`src/rtl/iq_deserializer_pkg.sv`:
```
// Shared constants and types for the serial I/Q deserializer.
// Sync words, default sample width, frame-length helper and the lock state enum.
package iq_deserializer_pkg;

    localparam int          IQ_DATA_W = 13;
    localparam logic [1:0]  I_SYNC    = 2'b10;
    localparam logic [1:0]  Q_SYNC    = 2'b01;

    // Each half-frame is sync(2) + sample(w) + ctrl(1).
    function automatic int frame_len(input int w);
        return 2 * (w + 3);
    endfunction

    typedef enum logic {
        HUNT   = 1'b0,
        LOCKED = 1'b1
    } state_t;

endpackage

```
`src/rtl/iq_deserializer.sv`:
```
// Serial I/Q frame deserializer: hunts for the I/Q sync pair, then tracks frame
// boundaries with a bit counter and publishes one I/Q sample per good frame.
module iq_deserializer
    import iq_deserializer_pkg::*;
#(
    parameter int DATA_W   = IQ_DATA_W,
    parameter int MISS_MAX = 2
) (
    input  logic              top_clk,
    input  logic              top_rst,
    input  logic              enable,
    input  logic              serial_in,
    output logic [DATA_W-1:0] iq_i,
    output logic [DATA_W-1:0] iq_q,
    output logic              iq_valid,
    output logic              locked,
    output logic              sync_err,
    output logic [7:0]        err_cnt
);

    localparam int FRAME_W = frame_len(DATA_W);
    localparam int HALF_W  = FRAME_W / 2;
    localparam int CNT_W   = $clog2(FRAME_W);
    localparam int MISS_W  = (MISS_MAX < 1) ? 1 : $clog2(MISS_MAX + 1);
    localparam logic [CNT_W-1:0]  CNT_LAST  = CNT_W'(FRAME_W - 1);
    localparam logic [MISS_W-1:0] MISS_LAST = MISS_W'((MISS_MAX < 1) ? 0 : MISS_MAX - 1);

    // The register keeps the FRAME_W-1 newest bits; the frame's final bit (the
    // Q ctrl bit) is serial_in itself, so every field below is indexed one
    // position lower than in the full frame window.
    logic [FRAME_W-2:0] shift_q;
    logic [FRAME_W-2:0] shift_d;
    logic [CNT_W-1:0]   bit_cnt_q;
    logic [MISS_W-1:0]  miss_q;
    state_t             state_q;
    logic [DATA_W-1:0]  iq_i_q;
    logic [DATA_W-1:0]  iq_q_q;
    logic               iq_valid_q;
    logic               sync_err_q;
    logic [7:0]         err_cnt_q;

    logic               sync_ok;
    logic [DATA_W-1:0]  i_field;
    logic [DATA_W-1:0]  q_field;

    assign shift_d = {shift_q[FRAME_W-3:0], serial_in};
    assign sync_ok = (shift_q[FRAME_W-2 -: 2] == I_SYNC) &&
                     (shift_q[HALF_W-2 -: 2]  == Q_SYNC);
    assign i_field = shift_q[FRAME_W-4 -: DATA_W];
    assign q_field = shift_q[HALF_W-4 -: DATA_W];

    always_ff @(posedge top_clk) begin
        if (!top_rst) begin
            shift_q    <= '0;
            bit_cnt_q  <= '0;
            miss_q     <= '0;
            state_q    <= HUNT;
            iq_i_q     <= '0;
            iq_q_q     <= '0;
            iq_valid_q <= 1'b0;
            sync_err_q <= 1'b0;
            err_cnt_q  <= '0;
        end else begin
            iq_valid_q <= 1'b0;
            sync_err_q <= 1'b0;
            if (enable) begin
                shift_q <= shift_d;
                case (state_q)
                    HUNT: begin
                        if (sync_ok) begin
                            state_q    <= LOCKED;
                            bit_cnt_q  <= '0;
                            iq_i_q     <= i_field;
                            iq_q_q     <= q_field;
                            iq_valid_q <= 1'b1;
                        end
                    end
                    LOCKED: begin
                        if (bit_cnt_q == CNT_LAST) begin
                            bit_cnt_q <= '0;
                            if (sync_ok) begin
                                iq_i_q     <= i_field;
                                iq_q_q     <= q_field;
                                iq_valid_q <= 1'b1;
                                miss_q     <= '0;
                            end else begin
                                sync_err_q <= 1'b1;
                                if (err_cnt_q != 8'hFF) begin
                                    err_cnt_q <= err_cnt_q + 8'd1;
                                end
                                // Too many misses in a row: drop lock and re-hunt from scratch.
                                if (miss_q == MISS_LAST) begin
                                    state_q <= HUNT;
                                    miss_q  <= '0;
                                end else begin
                                    miss_q <= miss_q + MISS_W'(1);
                                end
                            end
                        end else begin
                            bit_cnt_q <= bit_cnt_q + CNT_W'(1);
                        end
                    end
                    default: state_q <= HUNT;
                endcase
            end
        end
    end

    assign iq_i     = iq_i_q;
    assign iq_q     = iq_q_q;
    assign iq_valid = iq_valid_q;
    assign locked   = (state_q == LOCKED);
    assign sync_err = sync_err_q;
    assign err_cnt  = err_cnt_q;

endmodule

```
`config.mk`:
```
export PLATFORM = sky130hd
export DESIGN_NAME = iq_deserializer
export DESIGN_NICKNAME = d
export VERILOG_FILES = /design/src/rtl/iq_deserializer_pkg.sv /design/src/rtl/iq_deserializer.sv
export SDC_FILE = /design/constraint.sdc
export NUM_CORES = 1
export LEC_CHECK = 0
export ABC_AREA = 1
export CORE_AREA = 2 2 92 116
export CTS_CLUSTER_DIAMETER = 120
export DETAILED_ROUTE_END_ITERATION = 12
export DIE_AREA = 0 0 94 118
export SETUP_SLACK_MARGIN = 0.2
export SYNTH_ARGS = -nofsm -noshare
export SYNTH_HDL_FRONTEND = slang
export SYNTH_SLANG_ARGS = --single-unit
```
`constraint.sdc`:
```
create_clock -name top_clk -period 1.8 [get_ports top_clk]
set_clock_uncertainty 0.2 [all_clocks]
set_input_delay 0.54 -clock top_clk [delete_from_list [all_inputs] [get_ports top_clk]]
set_output_delay 0.54 -clock top_clk [all_outputs]
set_load 0.01 [all_outputs]
```
==> results.yml <==
drt:
  wl_per_cell_um: 11.93
  first_pass_iters: 4
  postRouteAntennaNets: 0
  drc_errors: 0
  finalWirelength_mm: 7.184
  drt_iter0_markers: 133
  vias_per_cell: 4.490
  via_count: 2703
setup_path:
  crit_family: "flip-flops"
  critPathLaunchType: "flop"
  crit_path_end_kind: "flop"
  crit_slowest_cell: "dfxtp_2"
  path_buf_inv: 3
  path_cells: "ha_4 > nand2_4 > nor2_4 > ha_4 > inv_4 > a21oi_4 > nand3_4 > buf_6 > buf_12 > o21ai_4 > nor2_1"
  path_common_cell: "ha_4"
  required_ns: 1.83
  arrival_ns: 1.94
  reg2reg_from: "bit_cnt_q[1]"
  path_class: "reg2reg"
  cp-startpoint: "bit_cnt_q[1]"
  slowest_delay_ns: 0.35
  critPathMaxFanout: 7
final_layout:
  fin_cells: 602
  final_common_cell: "nor2_1"
  layout_common_cells: "nor2_1 (122), dfxtp_1 (64), buf_2 (38)"
  syn2layout_area_growth_pct: 44.84
  fill_cells: 978
  fin_area_um2: 4264
  multi_input_area_um2: 1574
  seq_area_um2: 1515
  nNetsFinal: 476
  diodes: 0
  layout-drive-gt1-share_pct: 37.00
clock_network:
  numCtsBuffers: 9
  clock-sinks: 75
  cts-root-buf: "clkbuf_16"
  cts_tree: "done"
  htreeDepth: 3
  path_clk_slew_ns: 0.06
  cts_hold_buf: 0
  clock_latency_ns: 0.34
  clk_path_buf_depth: 2
power:
  ir_drop_mv: 0.4196
  p_leak_nw: 1.834
  power.density_nw_per_um2: 894.9
synthesis:
  synth.area.mux_share_pct: 0
  synth_top_area_share_pct: 51.00
  netlist_instances: 393
  ys_async_sr_fraction_pct: 0
  ys_seq_area_share_pct: 51.00
  ys_dominant_reg_cell: "dfxtp_1"
  syn_avg_cell_area_um2: 7.491
  ys_warn_count: 0
  yosysTopAreaCell: "dfxtp_1"
  syn-cell-area_um2: 2944
  ys_ff_latch: 75
  synth_edf_count: 0
  synth_top_family_by_area: "simple AND/OR/NAND/NOR gates"
  synth_cell_types: 29
  synth-xor-area-share_pct: 0.2975
  synthesis.nets: 401
  synth-compound-area-share_pct: 13.26
  ys_top_cells_by_area: "dfxtp_1 (51%), nor2_1 (16%), o21ai_0 (6.8%)"
  synth_fa_ha_area_share_pct: 1.700
  synth-simple-area-share_pct: 27.96
place:
  io_buffers: 40
  dp_cells: 574
  place_hpwl_mm: 4.341
  place_area_um2: 3690
  gp_congestion: 0.8423
floorplan:
  chipHeight_um: 118
  core_area_um2: 10000
  die_area_um2: 11090
  core.rowCount: 41
  initial_core_util_pct: 29.43
  die_width_um: 94
  io_pins: 41
timing:
  layout_min_cycle_time_ns: 1.914
  slew_viol_final: 0
  finalCritPeriodShare_pct: 106.3
  hold_violations: 0
  worstMarginPinSlew_ns: 0.3591
  setup_viol: 30
  rsz0062_at_grt: "yes"
  setup_ws_ns: -0.1135
  fmax_mhz: 522.6
  relSlewSlack_pct: 76.03
status:
  outcome: "finished, violations left"
  violations: "setup timing"
job:
  cap_viol_max_count: 0
global_routing:
  grt_max_degree: 61
  grt_pass1_vias: 2546
  grt_antenna_before_repair: 0
  grtUsageTotal_pct: 13.05
  grt_pass1_wl_mm: 11.65
  overflow: 0
worst_hold_path:
  min_from: "miss_q[1]"
  holdCritPathClass: "reg2reg"
==> state kept, by name, indices dropped and copies added, names as in the netlist <==
signal / cells
locked: 1
shift_q: 31
iq_q: 13
iq_i: 13
bit_cnt_q: 5
miss_q: 2
err_cnt: 8
sync_err: 1
iq_valid: 1
==> path summary, 6_finish.rpt <==
kind,endpoint,slack (ns),cells past startpoint
worst min register to register,miss_q[1],0.26,2
worst max register to register,iq_i[10],-0.11,11
worst min-delay path,miss_q[1],0.26,2
worst max-delay path,iq_i[10],-0.11,11
==> worst min-delay path, delay by kind of cell, from the launching register on <==
family	cells	cell delay [ns]
buffers and inverters	1	0.06
AND/OR/NAND/NOR	1	0.05
flip-flops	1	0.30
==> per-stage QoR <==
stage | total power [W] | hold slack (ns) | worst slack [ns] | utilization, % | setup TNS [ns]
global route | 0.003969 | 0.2795 | -0.2095 | 42.63 | -5.491
global placement | 0.001962 | 0.2482 | -0.3521 | 36.89 | -15.12
CTS | 0.003847 | 0.2661 | -0.1188 | 40.65 | -2.235
detailed placement | 0.001968 | 0.2571 | -0.3959 | 36.89 | -16.36
finish | 0.003816 | 0.2573 | -0.1135 | 42.63 | -2.249
floorplan | 0.001902 | 0.2235 | -0.005955 | - | -0.1123
==> power by group <==
part           internal (W)  switching [W]  total, W  leakage, nW
sequential          0.00171      0.0000427   0.00175        0.616
combinational     0.0000830       0.000130  0.000213         1.07
clock               0.00113       0.000724   0.00185        0.146
==> area by class of cell <==
cell class / instances / share of cell area, %
Sequential cell: 75 / 35.53
Timing Repair Buffer: 80 / 13.88
Timing Repair inverter: 2 / 0.5869
Inverter: 19 / 2.025
Clock inverter: 6 / 1.673
Clock buffer: 10 / 5.604
Tap cell: 129 / 3.785
Multi-Input combinational cell: 281 / 36.91
==> synth_stat cells, types with 2 or more instances <==
cell type / count
a21oi_1: 12
a21oi_2: 2
buf_2: 3
buf_6: 2
clkbuf_1: 12
dfxtp_1: 75
ha_1: 4
inv_1: 17
nand2_1: 43
nand2_2: 2
nand3_1: 13
nand3_2: 2
nand4_1: 3
nor2_1: 128
nor3_1: 2
o21ai_0: 40
o21ai_1: 21
==> per-layer routing <==
| layer | vias to the layer above | share of wire (%) | track usage (%) |
|---|---|---|---|
| met4 | 0 | 1.6 | 5.163 |
| met5 | - | 0 | 0 |
| met2 | 52 | 49 | 20.98 |
| li1 | 1420 | - | - |
| met3 | 9 | 4.6 | 3.201 |
| met1 | 1222 | 45 | 16.63 |
==> cell families after synthesis <==
| kind of cell | count (synthesis) |
|---|---|
| compound gates | 76 |
| flops | 75 |
| simple gates | 199 |
| buf+inv | 38 |
| xor+xnor | 1 |
| fa+ha+maj | 4 |
==> timing repair <==
action | 4_1_cts | 5_1_grt
buffers inserted | 6 | 3
cloned | 3 | 0
pin swaps | 7 | 10
setup endpoints to repair | 77 | 42
gates resized for setup | 204 | 41
No activity file was read; power rests on OpenSTA's default activity.
